File: src/rtl/cmb_event_collector.sv
`default_nettype none
// ============================================================================
// Module   : cmb_event_collector
// Purpose  : Sits downstream of the cmb flag decoder. Watches the {t,s,r,q}
//            flag vector, writes a timestamped record into a small FIFO every
//            time the vector changes, and keeps a saturating hit counter for
//            each flag.
// Ports    : clk, rst (async, active-high), clr (sync clear)
//            in_valid / in_ready       : flag-sample handshake
//            q_in, r_in, s_in, t_in    : decoder flags
//            out_valid / out_ready     : record handshake
//            out_data [CNT_W+3:0]      : {sample_idx, t, s, r, q}
//            hit_q/r/s/t [CNT_W-1:0]   : saturating per-flag hit counts
//            sat                       : sticky, some counter hit all-ones
// Revision : 1.0 - initial release
// ============================================================================
module cmb_event_collector #(
  parameter int CNT_W = 8,
  parameter int DEPTH = 4
) (
  input  logic               clk,
  input  logic               rst,
  input  logic               clr,
  input  logic               in_valid,
  output logic               in_ready,
  input  logic               q_in,
  input  logic               r_in,
  input  logic               s_in,
  input  logic               t_in,
  output logic               out_valid,
  input  logic               out_ready,
  output logic [CNT_W+3:0]   out_data,
  output logic [CNT_W-1:0]   hit_q,
  output logic [CNT_W-1:0]   hit_r,
  output logic [CNT_W-1:0]   hit_s,
  output logic [CNT_W-1:0]   hit_t,
  output logic               sat
);

  localparam int PTR_W = (DEPTH > 1) ? $clog2(DEPTH) : 1;
  localparam int OCC_W = PTR_W + 1;
  localparam int REC_W = CNT_W + 4;

  localparam logic [CNT_W-1:0] C_CNT_MAX = {CNT_W{1'b1}};
  localparam logic [OCC_W-1:0] C_FULL    = OCC_W'(DEPTH);

  // History state machine: whether a previous vector exists to compare with.
  localparam logic [0:0] S_EMPTY_HIST = 1'b0;
  localparam logic [0:0] S_TRACKING   = 1'b1;

  logic [0:0]       state_q, state_d;
  logic             have_prev;

  logic [CNT_W-1:0] idx_q, idx_d;
  logic [3:0]       prev_q, prev_d;
  logic [CNT_W-1:0] cnt_q [4];
  logic [CNT_W-1:0] cnt_d [4];
  logic             sat_q, sat_d;

  logic [REC_W-1:0] mem_q [DEPTH];
  logic [PTR_W-1:0] wr_ptr_q, wr_ptr_d;
  logic [PTR_W-1:0] rd_ptr_q, rd_ptr_d;
  logic [OCC_W-1:0] occ_q, occ_d;

  logic [3:0]       flags;
  logic             fifo_full;
  logic             accept;
  logic             push;
  logic             pop;

  assign flags     = {t_in, s_in, r_in, q_in};
  assign fifo_full = (occ_q == C_FULL);

  // in_ready depends only on FIFO occupancy, never on the other handshakes.
  assign in_ready  = ~fifo_full;
  assign out_valid = (occ_q != '0);
  // Zero while empty so the port reads 0 out of reset and after clr.
  assign out_data  = out_valid ? mem_q[rd_ptr_q] : '0;

  // clr wins over a same-cycle accept or pop: the sample is simply dropped.
  assign accept = in_valid & in_ready & ~clr;
  assign push   = accept & (~have_prev | (flags != prev_q));
  assign pop    = out_valid & out_ready & ~clr;

  // --------------------------------------------------------------------------
  // History FSM: state register / next-state / output
  // --------------------------------------------------------------------------
  always_ff @(posedge clk or posedge rst) begin
    if (rst) begin
      state_q <= S_EMPTY_HIST;
    end else begin
      state_q <= state_d;
    end
  end

  always_comb begin
    state_d = state_q;
    case (state_q)
      S_EMPTY_HIST: if (accept) state_d = S_TRACKING;
      S_TRACKING:   if (clr)    state_d = S_EMPTY_HIST;
      default:                  state_d = S_EMPTY_HIST;
    endcase
  end

  always_comb begin
    have_prev = (state_q == S_TRACKING);
  end

  // --------------------------------------------------------------------------
  // Sample index, previous vector, hit counters, sticky saturation
  // --------------------------------------------------------------------------
  always_comb begin
    idx_d  = idx_q;
    prev_d = prev_q;
    sat_d  = sat_q;
    for (int i = 0; i < 4; i++) begin
      cnt_d[i] = cnt_q[i];
    end

    if (clr) begin
      idx_d  = '0;
      prev_d = '0;
      sat_d  = 1'b0;
      for (int i = 0; i < 4; i++) begin
        cnt_d[i] = '0;
      end
    end else if (accept) begin
      idx_d  = idx_q + CNT_W'(1);
      prev_d = flags;
      for (int i = 0; i < 4; i++) begin
        if (flags[i] && (cnt_q[i] != C_CNT_MAX)) begin
          cnt_d[i] = cnt_q[i] + CNT_W'(1);
        end
        if (cnt_d[i] == C_CNT_MAX) begin
          sat_d = 1'b1;
        end
      end
    end
  end

  always_ff @(posedge clk or posedge rst) begin
    if (rst) begin
      idx_q  <= '0;
      prev_q <= '0;
      sat_q  <= 1'b0;
      for (int i = 0; i < 4; i++) begin
        cnt_q[i] <= '0;
      end
    end else begin
      idx_q  <= idx_d;
      prev_q <= prev_d;
      sat_q  <= sat_d;
      for (int i = 0; i < 4; i++) begin
        cnt_q[i] <= cnt_d[i];
      end
    end
  end

  assign hit_q = cnt_q[0];
  assign hit_r = cnt_q[1];
  assign hit_s = cnt_q[2];
  assign hit_t = cnt_q[3];
  assign sat   = sat_q;

  // --------------------------------------------------------------------------
  // Event FIFO. Storage is registered; a record written at an edge is only
  // visible after that edge, so there is no fall-through path from the flags.
  // Pointers wrap naturally because DEPTH is a power of two.
  // --------------------------------------------------------------------------
  always_comb begin
    wr_ptr_d = wr_ptr_q;
    rd_ptr_d = rd_ptr_q;
    occ_d    = occ_q;
    if (clr) begin
      wr_ptr_d = '0;
      rd_ptr_d = '0;
      occ_d    = '0;
    end else begin
      if (push) wr_ptr_d = wr_ptr_q + PTR_W'(1);
      if (pop)  rd_ptr_d = rd_ptr_q + PTR_W'(1);
      case ({push, pop})
        2'b10:   occ_d = occ_q + OCC_W'(1);
        2'b01:   occ_d = occ_q - OCC_W'(1);
        default: occ_d = occ_q;
      endcase
    end
  end

  always_ff @(posedge clk or posedge rst) begin
    if (rst) begin
      wr_ptr_q <= '0;
      rd_ptr_q <= '0;
      occ_q    <= '0;
    end else begin
      wr_ptr_q <= wr_ptr_d;
      rd_ptr_q <= rd_ptr_d;
      occ_q    <= occ_d;
    end
  end

  // Record storage needs no reset: out_data is masked while the FIFO is empty.
  always_ff @(posedge clk) begin
    if (push) begin
      mem_q[wr_ptr_q] <= {idx_q, flags};
    end
  end

endmodule
`default_nettype wire

File: config.mk
export PLATFORM = sky130hd
export DESIGN_NAME = cmb_event_collector
export DESIGN_NICKNAME = d
export VERILOG_FILES = /design/src/rtl/cmb_event_collector.sv
export SDC_FILE = /design/constraint.sdc
export NUM_CORES = 1
export LEC_CHECK = 0
export BUFFER_PORTS_ARGS = -buffer_cell sky130_fd_sc_hd__buf_2
export CAP_MARGIN = 20
export CORE_ASPECT_RATIO = 1.1
export CORE_MARGIN = 2
export CORE_UTILIZATION = 45
export CTS_CLUSTER_DIAMETER = 200
export DETAILED_ROUTE_END_ITERATION = 7
export PLACE_DENSITY_LB_ADDON = 0.2
export SKIP_CTS_REPAIR_TIMING = 1
export SLEW_MARGIN = 20
export SYNTH_ARGS = -nofsm -noshare
export SYNTH_HDL_FRONTEND = slang
export SYNTH_SLANG_ARGS = --single-unit
File: constraint.sdc
create_clock -name clk -period 3.9 [get_ports clk]
set_input_delay 0.39 -clock clk [delete_from_list [all_inputs] [get_ports clk]]
set_output_delay 0.39 -clock clk [all_outputs]
set_load 0.01 [all_outputs]
==> run_summary.xml <==
<?xml version="1.0" encoding="UTF-8"?>
<metrics>
  <group name="placement">
    <metric name="portBuffers" unit="">55</metric>
    <metric name="place_congestion" unit="">0.873</metric>
    <metric name="place.detailed.hpwl" unit="mm">7.24</metric>
  </group>
  <group name="layout">
    <metric name="ratio_of_cells_with_drive_above_1_in_the_final_layout" unit="">0.191</metric>
    <metric name="finish.net_count" unit="">523</metric>
    <metric name="filler_instances" unit="">1023</metric>
    <metric name="num_antenna_cells" unit="">0</metric>
    <metric name="synthToLayoutAreaGrowth" unit="%">13.1</metric>
  </group>
  <group name="routing">
    <metric name="routed_wire_length_per_instance" unit="um">16.2</metric>
    <metric name="detail_route.iter0.violations" unit="">159</metric>
    <metric name="num_vias" unit="">3661</metric>
    <metric name="antenna_violating_nets_post_route" unit="">0</metric>
    <metric name="firstDrtPassIters" unit="">4</metric>
    <metric name="detail_route.vias_per_cell" unit="">5.56</metric>
    <metric name="remaining_drc_errors" unit="">0</metric>
    <metric name="drt_wl_total" unit="mm">10.7</metric>
  </group>
  <group name="yosys">
    <metric name="synth.top_cell.area_share" unit="">0.279</metric>
    <metric name="synth-seq-cells" unit="">101</metric>
    <metric name="synth.area.top_cells" unit="">sky130_fd_sc_hd__edfxtp_1, sky130_fd_sc_hd__dfrtp_1, sky130_fd_sc_hd__mux4_2, sky130_fd_sc_hd__nand2_1, sky130_fd_sc_hd__nor2_1</metric>
    <metric name="synth-edff-count" unit="">48</metric>
    <metric name="synth_compound_area_frac" unit="">0.0758</metric>
    <metric name="synth_warnings" unit="">0</metric>
    <metric name="synthesis.area" unit="um^2">5170</metric>
    <metric name="synthArstFlopShare" unit="">0.525</metric>
    <metric name="post_synth_inst_count" unit="">462</metric>
    <metric name="synth_adder_area_share" unit="">0.0257</metric>
    <metric name="netlist.top_cell.by_area" unit="">sky130_fd_sc_hd__edfxtp_1</metric>
    <metric name="yosys.area_share.xor_xnor" unit="">0.0525</metric>
    <metric name="synth.yosys.seq_area_share" unit="">0.536</metric>
    <metric name="postSynth.topFlopCell" unit="">sky130_fd_sc_hd__dfrtp_1</metric>
    <metric name="main_combinational_cell_family_by_area_after_synthesis" unit="">simple AND/OR/NAND/NOR gates</metric>
    <metric name="syn_nets" unit="">481</metric>
    <metric name="synth_simple_gate_area_frac" unit="">0.204</metric>
    <metric name="ys_types" unit="">64</metric>
    <metric name="syn-mean-instance-area" unit="um^2">11.2</metric>
    <metric name="synthMuxAreaShare" unit="">0.0780</metric>
  </group>
  <group name="power">
    <metric name="power.share.switching" unit="">0.308</metric>
    <metric name="power.total" unit="mW">2.95</metric>
    <metric name="comb_power_share" unit="">0.234</metric>
    <metric name="power.clock.fraction" unit="">0.320</metric>
    <metric name="flop_pwr_share" unit="">0.447</metric>
    <metric name="p_int" unit="mW">2.04</metric>
    <metric name="power.net_switching" unit="mW">0.910</metric>
    <metric name="static-leakage-power" unit="nW">2.38</metric>
    <metric name="ir_drop" unit="V">0.000292</metric>
    <metric name="pwr_density_cell" unit="nW/um^2">505</metric>
  </group>
  <group name="global_route">
    <metric name="globalRouteOverflowTotal" unit="">0</metric>
    <metric name="grt_use_total" unit="">0.183</metric>
    <metric name="via_count_of_the_first_global_routing_pass" unit="">3539</metric>
    <metric name="grt_first_pass_wirelength" unit="mm">17.6</metric>
    <metric name="number_of_antenna_violations_at_the_first_check_in_global_routing" unit="">0</metric>
    <metric name="grt_max_degree" unit="">52</metric>
  </group>
  <group name="clock_tree">
    <metric name="cts_root_buf" unit="">sky130_fd_sc_hd__clkbuf_16</metric>
    <metric name="tritoncts.num_buffers" unit="">9</metric>
    <metric name="htree_levels" unit="">3</metric>
    <metric name="worst_setup_hold_path_clk_slew" unit="ps">80</metric>
    <metric name="clock_sinks" unit="">101</metric>
    <metric name="tritoncts" unit="">built</metric>
    <metric name="cts_max_path_buffers" unit="">2</metric>
    <metric name="insertion_delay" unit="ps">350</metric>
  </group>
  <group name="timing">
    <metric name="hold_violations" unit="">0</metric>
    <metric name="final.setup.tns" unit="ps">0</metric>
    <metric name="timing.final.crit_share" unit="">0.657</metric>
    <metric name="timing.slew.headroom" unit="">0.355</metric>
    <metric name="setup_viol_count_final" unit="">0</metric>
    <metric name="slew_of_the_pin_with_the_lowest_slew_margin" unit="ps">968</metric>
    <metric name="timing.clock.skew" unit="ps">9.72</metric>
    <metric name="rsz_0062_raised_after_global_routing" unit="">no</metric>
    <metric name="timing.fmax" unit="GHz">0.391</metric>
    <metric name="finalCriticalPeriod" unit="ps">2560</metric>
    <metric name="slew_violations" unit="">0</metric>
  </group>
  <group name="setup_path">
    <metric name="reg2reg_depth" unit="">8</metric>
    <metric name="timing.reg2reg.setup_slack" unit="ps">1480</metric>
    <metric name="critical_path.startpoint" unit="">rd_ptr_q[0]</metric>
    <metric name="path_class" unit="">reg2out</metric>
    <metric name="critical_path.startpoint_type" unit="">flop</metric>
    <metric name="r2r-end" unit="">occ_q[2]</metric>
    <metric name="reg2reg_from" unit="">occ_q[1]</metric>
    <metric name="arrival" unit="ps">2170</metric>
    <metric name="timing.critical_path.fanout_max" unit="">14</metric>
    <metric name="crit_path_end_kind" unit="">primary output</metric>
    <metric name="worstPathRequired" unit="ps">3510</metric>
  </group>
  <group name="floorplanning">
    <metric name="rows" unit="">41</metric>
    <metric name="chipWidth" unit="um">106</metric>
    <metric name="core_area" unit="um^2">11300</metric>
    <metric name="die_area" unit="um^2">12400</metric>
    <metric name="floorplan.initialDensity" unit="">0.456</metric>
    <metric name="die_height" unit="um">116</metric>
    <metric name="io_pins" unit="">56</metric>
  </group>
  <group name="hold_path">
    <metric name="min_path_type" unit="">in2async</metric>
  </group>
  <group name="status">
    <metric name="outcome" unit="">finished, final reports clean</metric>
  </group>
  <group name="job">
    <metric name="maxCapViolCount" unit="">0</metric>
  </group>
</metrics>
[stage by stage]
stage | setup WS, ps | util | hold slack (ps) | instance area [um^2] | std cells
4_1_cts | 1300 | 0.516 | 15.2 | 5840 | 659
3_5_place_dp | 1220 | 0.487 | 396 | 5520 | 643
5_1_grt | 1190 | 0.516 | 45.8 | 5840 | 659
3_3_place_gp | 1290 | 0.487 | 388 | 5520 | 643
6_report | 1340 | 0.516 | 10.5 | 5840 | 659
2_1_floorplan | 1830 | - | 484 | 5170 | 462
[flip-flops by register name, indices dropped and copies added (netlist names)]
signal / flops
hit_r: 8
mem_q: 48
hit_q: 8
sat: 1
wr_ptr_q: 2
rd_ptr_q: 2
hit_s: 8
hit_t: 8
have_prev: 1
occ_q: 3
prev_q: 4
idx_q: 8
[area by class of cell]
class	count	area [um^2]	area share
flip-flops and latches	101	2770	0.474
well taps	150	188	0.0321
inverters	7	26.3	0.00450
clock buffers	9	225	0.0385
clock inverters	7	96.3	0.0165
repair buffers	57	290	0.0497
multi-input cells	328	2250	0.385
[cell usage in the layout (no fill, tap or decap), drive strengths merged, types with 12 or more instances in the layout]
cell    count
buf        57
dfrtp      53
nand2      50
edfxtp     48
nor2       47
and2       20
nand3      20
a21oi      18
xor2       18
nand4      16
xnor2      13
nor3       12
mux4       12
[cell usage after synthesis, types with 3 or more instances]
cell type / instances
sky130_fd_sc_hd__dfrtp_1: 53
sky130_fd_sc_hd__nand2_1: 50
sky130_fd_sc_hd__edfxtp_1: 48
sky130_fd_sc_hd__nor2_1: 47
sky130_fd_sc_hd__and2_1: 19
sky130_fd_sc_hd__a21oi_1: 18
sky130_fd_sc_hd__nand3_1: 18
sky130_fd_sc_hd__xor2_1: 18
sky130_fd_sc_hd__nand4_1: 16
sky130_fd_sc_hd__buf_2: 13
sky130_fd_sc_hd__xnor2_1: 13
sky130_fd_sc_hd__mux4_2: 12
sky130_fd_sc_hd__nor3_1: 12
sky130_fd_sc_hd__mux2i_1: 11
sky130_fd_sc_hd__clkbuf_1: 10
sky130_fd_sc_hd__ha_1: 9
sky130_fd_sc_hd__o21ai_0: 8
sky130_fd_sc_hd__inv_1: 7
sky130_fd_sc_hd__and3_1: 6
sky130_fd_sc_hd__a31oi_1: 5
sky130_fd_sc_hd__and4_1: 5
sky130_fd_sc_hd__or3_1: 5
sky130_fd_sc_hd__nand2b_1: 4
sky130_fd_sc_hd__a211oi_1: 3
sky130_fd_sc_hd__a41o_1: 3
sky130_fd_sc_hd__nor4_1: 3
sky130_fd_sc_hd__o21ai_1: 3
[logic make-up after synthesis]
logic type / after synthesis
xor+xnor: 31
fa+ha+maj: 10
buf+inv: 33
mux: 25
flops: 101
simple gates: 204
compound gates: 58
[power by group through the flow]
stage / combinational, mW / sequential (mW) / clock (mW)
floorplan: 0.543 / 1.28 / 0
global route: 0.767 / 1.34 / 1.01
CTS: 0.702 / 1.32 / 0.969
global placement: 0.683 / 1.34 / 0
detailed placement: 0.698 / 1.35 / 0
finish: 0.690 / 1.32 / 0.944
[critical path, stage by stage (launching register included)]
cell and delay [ps]:
sky130_fd_sc_hd__dfrtp_1 910, sky130_fd_sc_hd__mux4_2 610, sky130_fd_sc_hd__and2_1 170, sky130_fd_sc_hd__buf_2 140
[worst max-delay path by stage]
stage                   endpoint  cells past startpoint
floorplan               occ_q[2]                     11
global placement        occ_q[2]                     11
detailed placement      occ_q[2]                     11
CTS                  out_data[6]                      3
global route        out_data[11]                      3
finish              out_data[11]                      3
[metal layers]
| layer | part of all wire | track usage |
|---|---|---|
| met1 | 0.44 | 0.229 |
| met5 | 0 | 0 |
| met3 | 0.037 | 0.0396 |
| met4 | 0.011 | 0.0561 |
| met2 | 0.51 | 0.319 |
Note: power is estimated with default switching activity, not from simulation.
